<file path="src/rtl/reorder_buffer.sv">
// Reorder buffer: tags dispatched instructions, captures CDB results and
// retires completed entries strictly in program order, one per cycle.
module reorder_buffer #(
    parameter int  ROB_SIZE           = 16,
    parameter int  NUM_OF_FU          = 4,
    parameter int  ARCH_REG_NUM       = 32,
    parameter int  REG_VAL_WIDTH      = 32,
    localparam int ROB_SIZE_WIDTH     = $clog2(ROB_SIZE),
    localparam int ARCH_REG_NUM_WIDTH = $clog2(ARCH_REG_NUM)
) (
    input  logic                                    clk,
    input  logic                                    reset,
    input  logic                                    valid_inst_to_register,
    input  logic [ROB_SIZE_WIDTH-1:0]               inst_tag,
    input  logic [ARCH_REG_NUM_WIDTH-1:0]           dest_arch_register,
    input  logic                                    ctrl_reg_wb,
    input  logic                                    ctrl_is_branch,
    input  logic [1:0]                              ctrl_mem_op,
    input  logic [NUM_OF_FU-1:0]                    cdb_valid,
    input  logic [NUM_OF_FU*ROB_SIZE_WIDTH-1:0]     cdb_inst_tag,
    input  logic [NUM_OF_FU*ARCH_REG_NUM_WIDTH-1:0] cdb_register_addr,
    input  logic [NUM_OF_FU*REG_VAL_WIDTH-1:0]      cdb_register_val,
    output logic [ROB_SIZE_WIDTH-1:0]               next_tag,
    output logic                                    rob_full,
    output logic                                    rob_empty,
    output logic                                    commit_valid,
    output logic [ROB_SIZE_WIDTH-1:0]               commit_tag,
    output logic [ARCH_REG_NUM_WIDTH-1:0]           commit_arch_reg,
    output logic [REG_VAL_WIDTH-1:0]                commit_value,
    output logic                                    commit_reg_wb,
    output logic                                    commit_is_branch,
    output logic [1:0]                              commit_mem_op
);
    localparam int CW = ROB_SIZE_WIDTH + 1;
    localparam logic [CW-1:0]             FULL_COUNT = CW'(ROB_SIZE);
    localparam logic [CW-1:0]             CNT_ONE    = CW'(1);
    localparam logic [ROB_SIZE_WIDTH-1:0] TAG_ONE    = ROB_SIZE_WIDTH'(1);

    logic                          r_busy  [ROB_SIZE];
    logic                          r_ready [ROB_SIZE];
    logic [ARCH_REG_NUM_WIDTH-1:0] r_dest  [ROB_SIZE];
    logic [REG_VAL_WIDTH-1:0]      r_value [ROB_SIZE];
    logic                          r_wb    [ROB_SIZE];
    logic                          r_br    [ROB_SIZE];
    logic [1:0]                    r_mem   [ROB_SIZE];

    logic [ROB_SIZE_WIDTH-1:0]     r_head;
    logic [ROB_SIZE_WIDTH-1:0]     r_tail;
    logic [CW-1:0]                 r_count;

    logic                          r_commit_valid;
    logic [ROB_SIZE_WIDTH-1:0]     r_commit_tag;
    logic [ARCH_REG_NUM_WIDTH-1:0] r_commit_arch_reg;
    logic [REG_VAL_WIDTH-1:0]      r_commit_value;
    logic                          r_commit_reg_wb;
    logic                          r_commit_is_branch;
    logic [1:0]                    r_commit_mem_op;

    logic                          w_full;
    logic                          w_empty;
    logic                          w_dispatch;
    logic                          w_commit;
    logic                          w_cdb_hit [ROB_SIZE];
    logic [REG_VAL_WIDTH-1:0]      w_cdb_val [ROB_SIZE];
    logic                          w_lane_hit;
    logic                          w_unused_cdb_addr;

    // Destination register on the CDB is informational only.
    assign w_unused_cdb_addr = ^cdb_register_addr;

    assign w_full     = (r_count == FULL_COUNT);
    assign w_empty    = (r_count == '0);
    assign w_dispatch = valid_inst_to_register && (inst_tag == r_tail) && !w_full;
    assign w_commit   = !w_empty && r_busy[r_head] && r_ready[r_head];

    // Per-entry CDB match; later lanes override earlier ones so the highest lane wins.
    always_comb begin
        w_lane_hit = 1'b0;
        for (int e = 0; e < ROB_SIZE; e++) begin
            w_cdb_hit[e] = 1'b0;
            w_cdb_val[e] = '0;
            for (int l = 0; l < NUM_OF_FU; l++) begin
                w_lane_hit   = cdb_valid[l] && r_busy[e] &&
                               (cdb_inst_tag[l*ROB_SIZE_WIDTH +: ROB_SIZE_WIDTH] == ROB_SIZE_WIDTH'(e));
                w_cdb_hit[e] = w_cdb_hit[e] | w_lane_hit;
                w_cdb_val[e] = w_lane_hit ? cdb_register_val[l*REG_VAL_WIDTH +: REG_VAL_WIDTH]
                                          : w_cdb_val[e];
            end
        end
    end

    // Entry storage: dispatch, then commit release, then CDB capture, in priority order.
    always_ff @(posedge clk or negedge reset) begin
        if (!reset) begin
            for (int e = 0; e < ROB_SIZE; e++) begin
                r_busy[e]  <= 1'b0;
                r_ready[e] <= 1'b0;
                r_dest[e]  <= '0;
                r_value[e] <= '0;
                r_wb[e]    <= 1'b0;
                r_br[e]    <= 1'b0;
                r_mem[e]   <= 2'b00;
            end
        end else begin
            for (int e = 0; e < ROB_SIZE; e++) begin
                if (w_dispatch && (r_tail == ROB_SIZE_WIDTH'(e))) begin
                    r_busy[e]  <= 1'b1;
                    r_ready[e] <= 1'b0;
                    r_dest[e]  <= dest_arch_register;
                    r_value[e] <= '0;
                    r_wb[e]    <= ctrl_reg_wb;
                    r_br[e]    <= ctrl_is_branch;
                    r_mem[e]   <= ctrl_mem_op;
                end else if (w_commit && (r_head == ROB_SIZE_WIDTH'(e))) begin
                    r_busy[e]  <= 1'b0;
                    r_ready[e] <= 1'b0;
                end else if (w_cdb_hit[e]) begin
                    r_ready[e] <= 1'b1;
                    r_value[e] <= w_cdb_val[e];
                end
            end
        end
    end

    // Head/tail pointers and occupancy count.
    always_ff @(posedge clk or negedge reset) begin
        if (!reset) begin
            r_head  <= '0;
            r_tail  <= '0;
            r_count <= '0;
        end else begin
            if (w_dispatch) begin
                r_tail <= r_tail + TAG_ONE;
            end
            if (w_commit) begin
                r_head <= r_head + TAG_ONE;
            end
            case ({w_dispatch, w_commit})
                2'b10:   r_count <= r_count + CNT_ONE;
                2'b01:   r_count <= r_count - CNT_ONE;
                default: r_count <= r_count;
            endcase
        end
    end

    // Registered commit port; payload reads zero outside a retire pulse.
    always_ff @(posedge clk or negedge reset) begin
        if (!reset) begin
            r_commit_valid     <= 1'b0;
            r_commit_tag       <= '0;
            r_commit_arch_reg  <= '0;
            r_commit_value     <= '0;
            r_commit_reg_wb    <= 1'b0;
            r_commit_is_branch <= 1'b0;
            r_commit_mem_op    <= 2'b00;
        end else if (w_commit) begin
            r_commit_valid     <= 1'b1;
            r_commit_tag       <= r_head;
            r_commit_arch_reg  <= r_dest[r_head];
            r_commit_value     <= r_value[r_head];
            r_commit_reg_wb    <= r_wb[r_head];
            r_commit_is_branch <= r_br[r_head];
            r_commit_mem_op    <= r_mem[r_head];
        end else begin
            r_commit_valid     <= 1'b0;
            r_commit_tag       <= '0;
            r_commit_arch_reg  <= '0;
            r_commit_value     <= '0;
            r_commit_reg_wb    <= 1'b0;
            r_commit_is_branch <= 1'b0;
            r_commit_mem_op    <= 2'b00;
        end
    end

    assign next_tag         = r_tail;
    assign rob_full         = w_full;
    assign rob_empty        = w_empty;
    assign commit_valid     = r_commit_valid;
    assign commit_tag       = r_commit_tag;
    assign commit_arch_reg  = r_commit_arch_reg;
    assign commit_value     = r_commit_value;
    assign commit_reg_wb    = r_commit_reg_wb;
    assign commit_is_branch = r_commit_is_branch;
    assign commit_mem_op    = r_commit_mem_op;
endmodule

</file>
<file path="config.mk">
export PLATFORM = sky130hd
export DESIGN_NAME = reorder_buffer
export DESIGN_NICKNAME = d
export VERILOG_FILES = /design/src/rtl/reorder_buffer.sv
export SDC_FILE = /design/constraint.sdc
export NUM_CORES = 2
export LEC_CHECK = 0
export CAP_MARGIN = 40
export CORE_UTILIZATION = 50
export DETAILED_ROUTE_END_ITERATION = 6
export PLACE_DENSITY = 0.68
export SLEW_MARGIN = 20
export SYNTH_ARGS = -nofsm -noshare
export SYNTH_HDL_FRONTEND = slang
export SYNTH_SLANG_ARGS = --single-unit
</file>
<file path="constraint.sdc">
create_clock -name clk -period 4.7 [get_ports clk]
set_input_delay 1.175 -clock clk [delete_from_list [all_inputs] [get_ports clk]]
set_output_delay 1.175 -clock clk [all_outputs]
set_load 0.05 [all_outputs]
</file>
## Word level (Yosys, flattened, before mapping)

Cells that the tools add are included.
Widths: inputs -> output; s select.

| cells by class | value |
|---|---|
| add/sub/neg operators | 4 |
| $mul | 0 |
| divide/modulo/power cells | 0 |
| order comparisons | 1 |
| eq/ne operators | 110 |
| shift-type cells | 0 |
| mux-type cells | 221 |
| bitwise gates (word level) | 49 |
| reduce and logical (&&, ||, !) cells | 238 |

Operators with widths:

| cell | number |
|---|---|
| $mux 32 | 115 |
| $eq 4x4->1 const B | 48 |
| $logic_and 1x1->1 | 164 |
| $bmux 32 s4 | 1 |
| $eq 4x3->1 const B | 24 |
| $mux 1 | 91 |
| $reduce_bool 2->1 | 33 |
| $eq 4x2->1 const B | 12 |
| $or 1x1->1 | 48 |
| $reduce_bool 3->1 | 16 |
| $ne 2x2->1 const B | 16 |
| $reduce_and 2->1 | 16 |
| $eq 4x1->1 const B | 6 |
| $logic_not 4->1 | 6 |
| $bmux 5 s4 | 1 |
| $bmux 1 s4 | 4 |
| $mux 5 | 3 |
| $pmux 5 s2 | 1 |
| $add 4x1->4 const B | 2 |
| $bmux 2 s4 | 1 |
| $mux 2 | 3 |
| $add 5x1->5 const B | 1 |
| $eq 5x5->1 const B | 1 |
| $ge 5x5->1 const B | 1 |
| other kinds (8) | 9 |

| storage, ports and cells | value |
|---|---|
| flip-flop bits (word level) | 747 |
| bits in latches | 0 |
| RAM bits | 0 |
| bits in read-only memories | 0 |
| input bits | 184 |
| output and inout port bits | 52 |
| logic and storage cells | 745 |
| memories kept | 0 |

## Longest topological paths before layout

| depth | value |
|---|---|
| word-level depth | 9 |
| mapped depth | 20 |
| gate-level depth less buffers | 14 |

## Worst setup path before layout

Ideal clock, no wire load.

| timing path | value |
|---|---|
| path kind | reg2reg |
| from | register r_count[2] |
| to | register r_count[4] |
| library setup time | 0.123 ns |
| arrival | 3.956 ns |
| data required time | 4.577 ns |
| slack | 0.622 ns |
| cell stages (with the launch flop) | 20 |
| buffers on the path | 5 |
| period minus slack after synthesis | 4.078 ns |
| cell sequence | dfrtp_1 > buf_2 > or4_4 > nor2_2 > and4b_1 > buf_4 > buf_6 > o221ai_2 > inv_2 > buf_2 > ha_1 > clkbuf_1 > xor2_1 > ha_1 > a21o_1 > nand2_1 > a21oi_1 > a221oi_1 > nor2_1 > xnor2_1 |

| on the way | value |
|---|---|
| word-level cells in the longest chain between the ends | 6 |
| elaborated cells on any way between the ends | 13 |
| those cells by class | add/sub: 2; eq/ne: 3; mux: 1; reduce/logical: 7 |

RTL lines:

| what | line | text |
|---|---|---|
| start: declaration | 49 | `logic [CW-1:0] r_count;` |
| start signal: assignment | 139 | `2'b10: r_count <= r_count + CNT_ONE;` |
| start signal: assignment | 140 | `2'b01: r_count <= r_count - CNT_ONE;` |
| start signal: assignment | 141 | `default: r_count <= r_count;` |
| $logic_not 5->1 * | 72 | `assign w_empty = (r_count == '0);` |
| net rob_empty | 25 | `output logic rob_empty,` |
| $logic_not 1->1 * | 74 | `assign w_commit = !w_empty && r_busy[r_head] && r_ready[r_head];` |
| $logic_and 1x1->1 * (2 in series) | 74 |  |
| net w_commit | 62 | `logic w_commit;` |
| $eq 2x1->1 or $eq 2x2->1 (tied branches) | 138 | `case ({w_dispatch, w_commit})` |
| $pmux 5 s2 or $reduce_bool 2->1 (tied branches) | n/a |  |

Mark *: on every way through the listed nets, which the timed path passes. The rest lies on a longest branch.
A chain may end at the register's enable or synchronous reset.

## Worst setup path after layout

| timing path | value |
|---|---|
| from | register r_head[0] |
| to | register r_value[273] in the netlist's numbering |

| on the way | value |
|---|---|
| word-level cells in the longest chain between the ends | 9 |
| elaborated cells on any way between the ends | 13 |
| those cells by class | eq/ne: 2; mux: 6; bitwise: 1; reduce/logical: 4 |

RTL lines:

| what | line | text |
|---|---|---|
| start: declaration | 47 | `logic [ROB_SIZE_WIDTH-1:0] r_head;` |
| start signal: assignment | 136 | `r_head <= r_head + TAG_ONE;` |
| $not 4->5 (implied by the code) | 74 |  |
| $bmux 1 s4 | 74 |  |
| $mux 1 (implied by the code) (2 in series) | 74 |  |
| $logic_and 1x1->1 (2 in series) | 74 |  |
| $logic_and 1x1->1 * | 114 | `end else if (w_commit && (r_head == ROB_SIZE_WIDTH'(e))) begin` |
| $ne 2x2->1 (no source line) * | n/a |  |
| $reduce_and 2->1 (no source line) * | n/a |  |
| end signal: indexed assignment | 119 | `r_value[e] <= w_cdb_val[e];` |
| end: declaration | 42 | `logic [REG_VAL_WIDTH-1:0] r_value [ROB_SIZE];` |

Every way passes the cells marked *; elsewhere a longest branch is shown, timed or not. The select of a mux whose other input is x is not followed.

==> results.py <==
metrics = {
    "run_status": {
        "status": "complete, but fails checks",
        "violations": "DRC",
    },
    "timing": {
        "setup_viol": 0,
        "finalCriticalPeriod_ns": 4.08,
        "hold_viol_final": 0,
        "skew_ns": 0.0541,
        "post-route-period-util_pct": 86.9,
        "drv_slew": 0,
        "slew_headroom_pct": 30.9,
        "max_freq_ghz": 0.245,
        "tns_ns": 0,
        "rsz0062_at_grt": "no",
        "max_slew.worst_pin.slew_ns": 1.03,
    },
    "floorplanning": {
        "ios": 236,
        "placementRows": 118,
        "core_sq_um": 104000,
        "dieArea_sq_um": 106000,
        "die_y_um": 326,
        "start_util_pct": 50.6,
        "die_x_um": 326,
    },
    "synth": {
        "synth.distinct_cells": 78,
        "synth_mux_area_share_pct": 12.0,
        "syn_nets": 5741,
        "ys_seq_elements": 747,
        "synth-seq-area-share_pct": 35.6,
        "synthAdderAreaFrac_pct": 0.262,
        "syn_inst": 5546,
        "yosysTopAreaCell": "dfrtp_1",
        "postSynth.asyncResetShare_pct": 100,
        "yosys_warnings": 0,
        "post_synth.cell_area_avg_sq_um": 9.46,
        "synth_area_leaders": "dfrtp_1 (36%), mux4_2 (8.9%), a21oi_1 (5.8%)",
        "ys.flop_type": "dfrtp_1",
        "synth_compound_gate_area_share_pct": 31.3,
        "synthXorXnorAreaFrac_pct": 0.250,
        "yosysTopAreaCellShare_pct": 35.6,
        "synth_edf_count": 0,
        "synth_top_family_by_area": "compound AO/OA/AOI/OAI gates",
        "synthSimpleGateAreaFrac_pct": 13.0,
        "synthesis.area_sq_um": 52500,
    },
    "drt": {
        "dr.first_iter.drc_count": 11700,
        "first_pass_iters": 7,
        "drc": 135,
        "ant_nets": 0,
        "routedWlPerCell_um": 42.0,
        "num_vias": 56700,
        "routed_wl_um": 284000,
        "drt-vias-per-instance": 8.40,
    },
    "clock_tree": {
        "cts_resized": 0,
        "insertion_delay_ns": 0.73,
        "path_clk_slew_ns": 0.06,
        "cts_hold_buf": 0,
        "cts_tree": "built",
        "clock_path_buffers": 3,
        "clock-sinks": 747,
        "htreeDepth": 3,
        "post_cts_buffers": 0,
        "cts_buffers": 89,
        "cts-root-buf": "clkbuf_16",
    },
    "critical_path": {
        "crit_arrival_ns": 4.67,
        "cp-end-kind": "flip-flop",
        "critical_path_class": "flip-flop to flip-flop",
        "path_max_fanout": 21,
        "crit_required_ns": 5.29,
        "start_kind": "flip-flop",
    },
    "place": {
        "numPortBuffers": 215,
        "dpl.cell_count": 6566,
        "gp_congestion": 1.13,
        "hpwlAfterDp_um": 170000,
    },
    "flow_run": {
        "maxCapViolations": 0,
    },
    "final_layout": {
        "fin_nets": 5498,
        "regMostFlops": "r_value",
        "synthToLayoutAreaGrowth_pct": 14.1,
        "largest_reg_flops": 512,
        "layout-drive-gt1-share_pct": 22.5,
        "layout.cells.non_filler": 6757,
        "post-route-util_pct": 57.7,
        "top_regs": "r_value: 512 flops, r_dest: 80 flops",
    },
    "power": {
        "p_leak_uw": 0.0224,
        "irDropWorstVdd_mv": 0.517,
        "cellPowerDensity_nw_per_um2": 521,
        "p_total_uw": 31200,
    },
    "global_route": {
        "grt_pass1_wl_um": 399000,
        "antenna_found_initial": 19,
        "grt_max_degree": 93,
        "grt.total_usage_pct": 52.4,
        "gr-total-overflow": 0,
        "grt_pass1_vias": 54300,
    },
    "min_path": {
        "hold_class": "flip-flop to flip-flop",
    },
}
## layout make-up
cell class,count,area (sq um)
well taps,1380,1730
fillers,8888,43900
flip-flops and latches,747,18700
clock buffers,124,2520
inverters,18,68.8
repair buffers,594,5980
diodes,5,12.5
clock inverters,36,509
multi-input cells,3853,30400
## critical path, cell delays in order, from the launching register on
cell and delay (ns):
dfrtp_4 0.70, buf_4 0.46, mux2i_1 0.24, a22oi_1 0.11, and4b_1 0.23, buf_4 0.28
o2111ai_4 0.76, buf_4 0.64, a21oi_1 0.14, a211oi_1 0.37
## per-stage QoR
step	cell area, sq um	hold WS (ns)	worst slack, ns
finish	59900	0.483	0.615
global route	59900	0.508	0.554
CTS	59500	0.482	0.610
detailed placement	56500	0.468	0.409
global placement	55800	0.460	0.463
floorplan	52500	0.441	0.622
## cells in the final DEF (no fill, tap or decap), types with 16 or more instances in the layout
master | Yosys | routed
nor2_1 | 333 | 308
mux2_2 | 139 | 139
a311oi_1 | 96 | 96
a211oi_1 | 80 | 79
nand2_1 | 222 | 222
clkdlybuf4s50_1 | 0 | 214
buf_12 | 1 | 44
buf_4 | 7 | 273
clkbuf_16 | 0 | 89
o211a_1 | 193 | 193
clkbuf_8 | 0 | 16
o211ai_1 | 82 | 82
a221oi_1 | 335 | 335
o2111ai_1 | 98 | 97
mux4_2 | 208 | 208
nand3b_1 | 16 | 16
o21ai_0 | 147 | 147
nand3_1 | 224 | 212
o31ai_1 | 32 | 32
a221o_1 | 81 | 81
nor3_1 | 325 | 323
o2bb2ai_1 | 18 | 18
nor2_4 | 0 | 22
buf_8 | 0 | 36
buf_6 | 26 | 22
a21oi_1 | 611 | 611
nand4_1 | 118 | 118
clkbuf_1 | 694 | 19
and2_1 | 59 | 44
a211oi_2 | 207 | 207
and3_1 | 24 | 17
a2bb2oi_1 | 47 | 47
dfrtp_1 | 747 | 744
## cells by family after synthesis
kind of cell / after synthesis
multiplexers: 353
XOR/XNOR: 15
AO/OA/AOI/OAI: 2077
adder cells (fa/ha/maj): 11
flip-flops: 747
AND/OR/NAND/NOR: 1397
buffers and inverters: 946
## power by group
| part | leakage (uW) | switching, uW | total (uW) | internal, uW |
|---|---|---|---|---|
| Sequential | 0.00938 | 1830 | 10700 | 8880 |
| Combinational | 0.0116 | 7310 | 13100 | 5830 |
| Clock | 0.00147 | 3200 | 7380 | 4170 |
## final timing paths
kind                            depth (start not counted)                  endpoint  slack [ns]              startpoint
worst max-delay path                                    9  r_value[273]$_DFFE_PN0P_        0.62   r_head[0]$_DFFE_PN0P_
worst min-delay path                                    2    r_dest[29]$_DFFE_PN0P_        0.48  r_dest[29]$_DFFE_PN0P_
worst max register to register                          9  r_value[273]$_DFFE_PN0P_        0.62   r_head[0]$_DFFE_PN0P_
worst min register to register                          2    r_dest[29]$_DFFE_PN0P_        0.48  r_dest[29]$_DFFE_PN0P_
max in group asynchronous                               2  r_value[441]$_DFFE_PN0P_        3.01                   reset
min in group asynchronous                               1  r_value[266]$_DFFE_PN0P_        0.50                   reset
## synth_stat cells (all sizes together) (11+ instances only)
cell type  instances
a221o             81
clkbuf           694
a221oi           335
nand3b            16
nand3            224
o2bb2ai           18
mux4             208
a21oi            611
o21ai            149
inv               17
a311oi            96
or2               12
nor3             326
and3b             13
dfrtp            747
and2              59
and3              24
mux2             139
ha                11
o31ai             32
o211ai            82
a211oi           287
buf              234
o211a            193
nand4            118
o2111ai          112
xnor2             11
a2bb2oi           47
nand2            222
nor2             334
## routing by layer
layer  part of all wire [%]  vias to the layer above  track usage (%)  routed length (um)
met5                  0.088                        -            0.754                 251
met2                     38                     6402             67.5              107000
met3                     19                     1761             29.9               53400
li1                       -                    21200                -                   -
met4                    9.9                       30             39.8               28200
met1                     34                    27400             63.7               95600
Note: power is estimated with default switching activity, not from simulation.
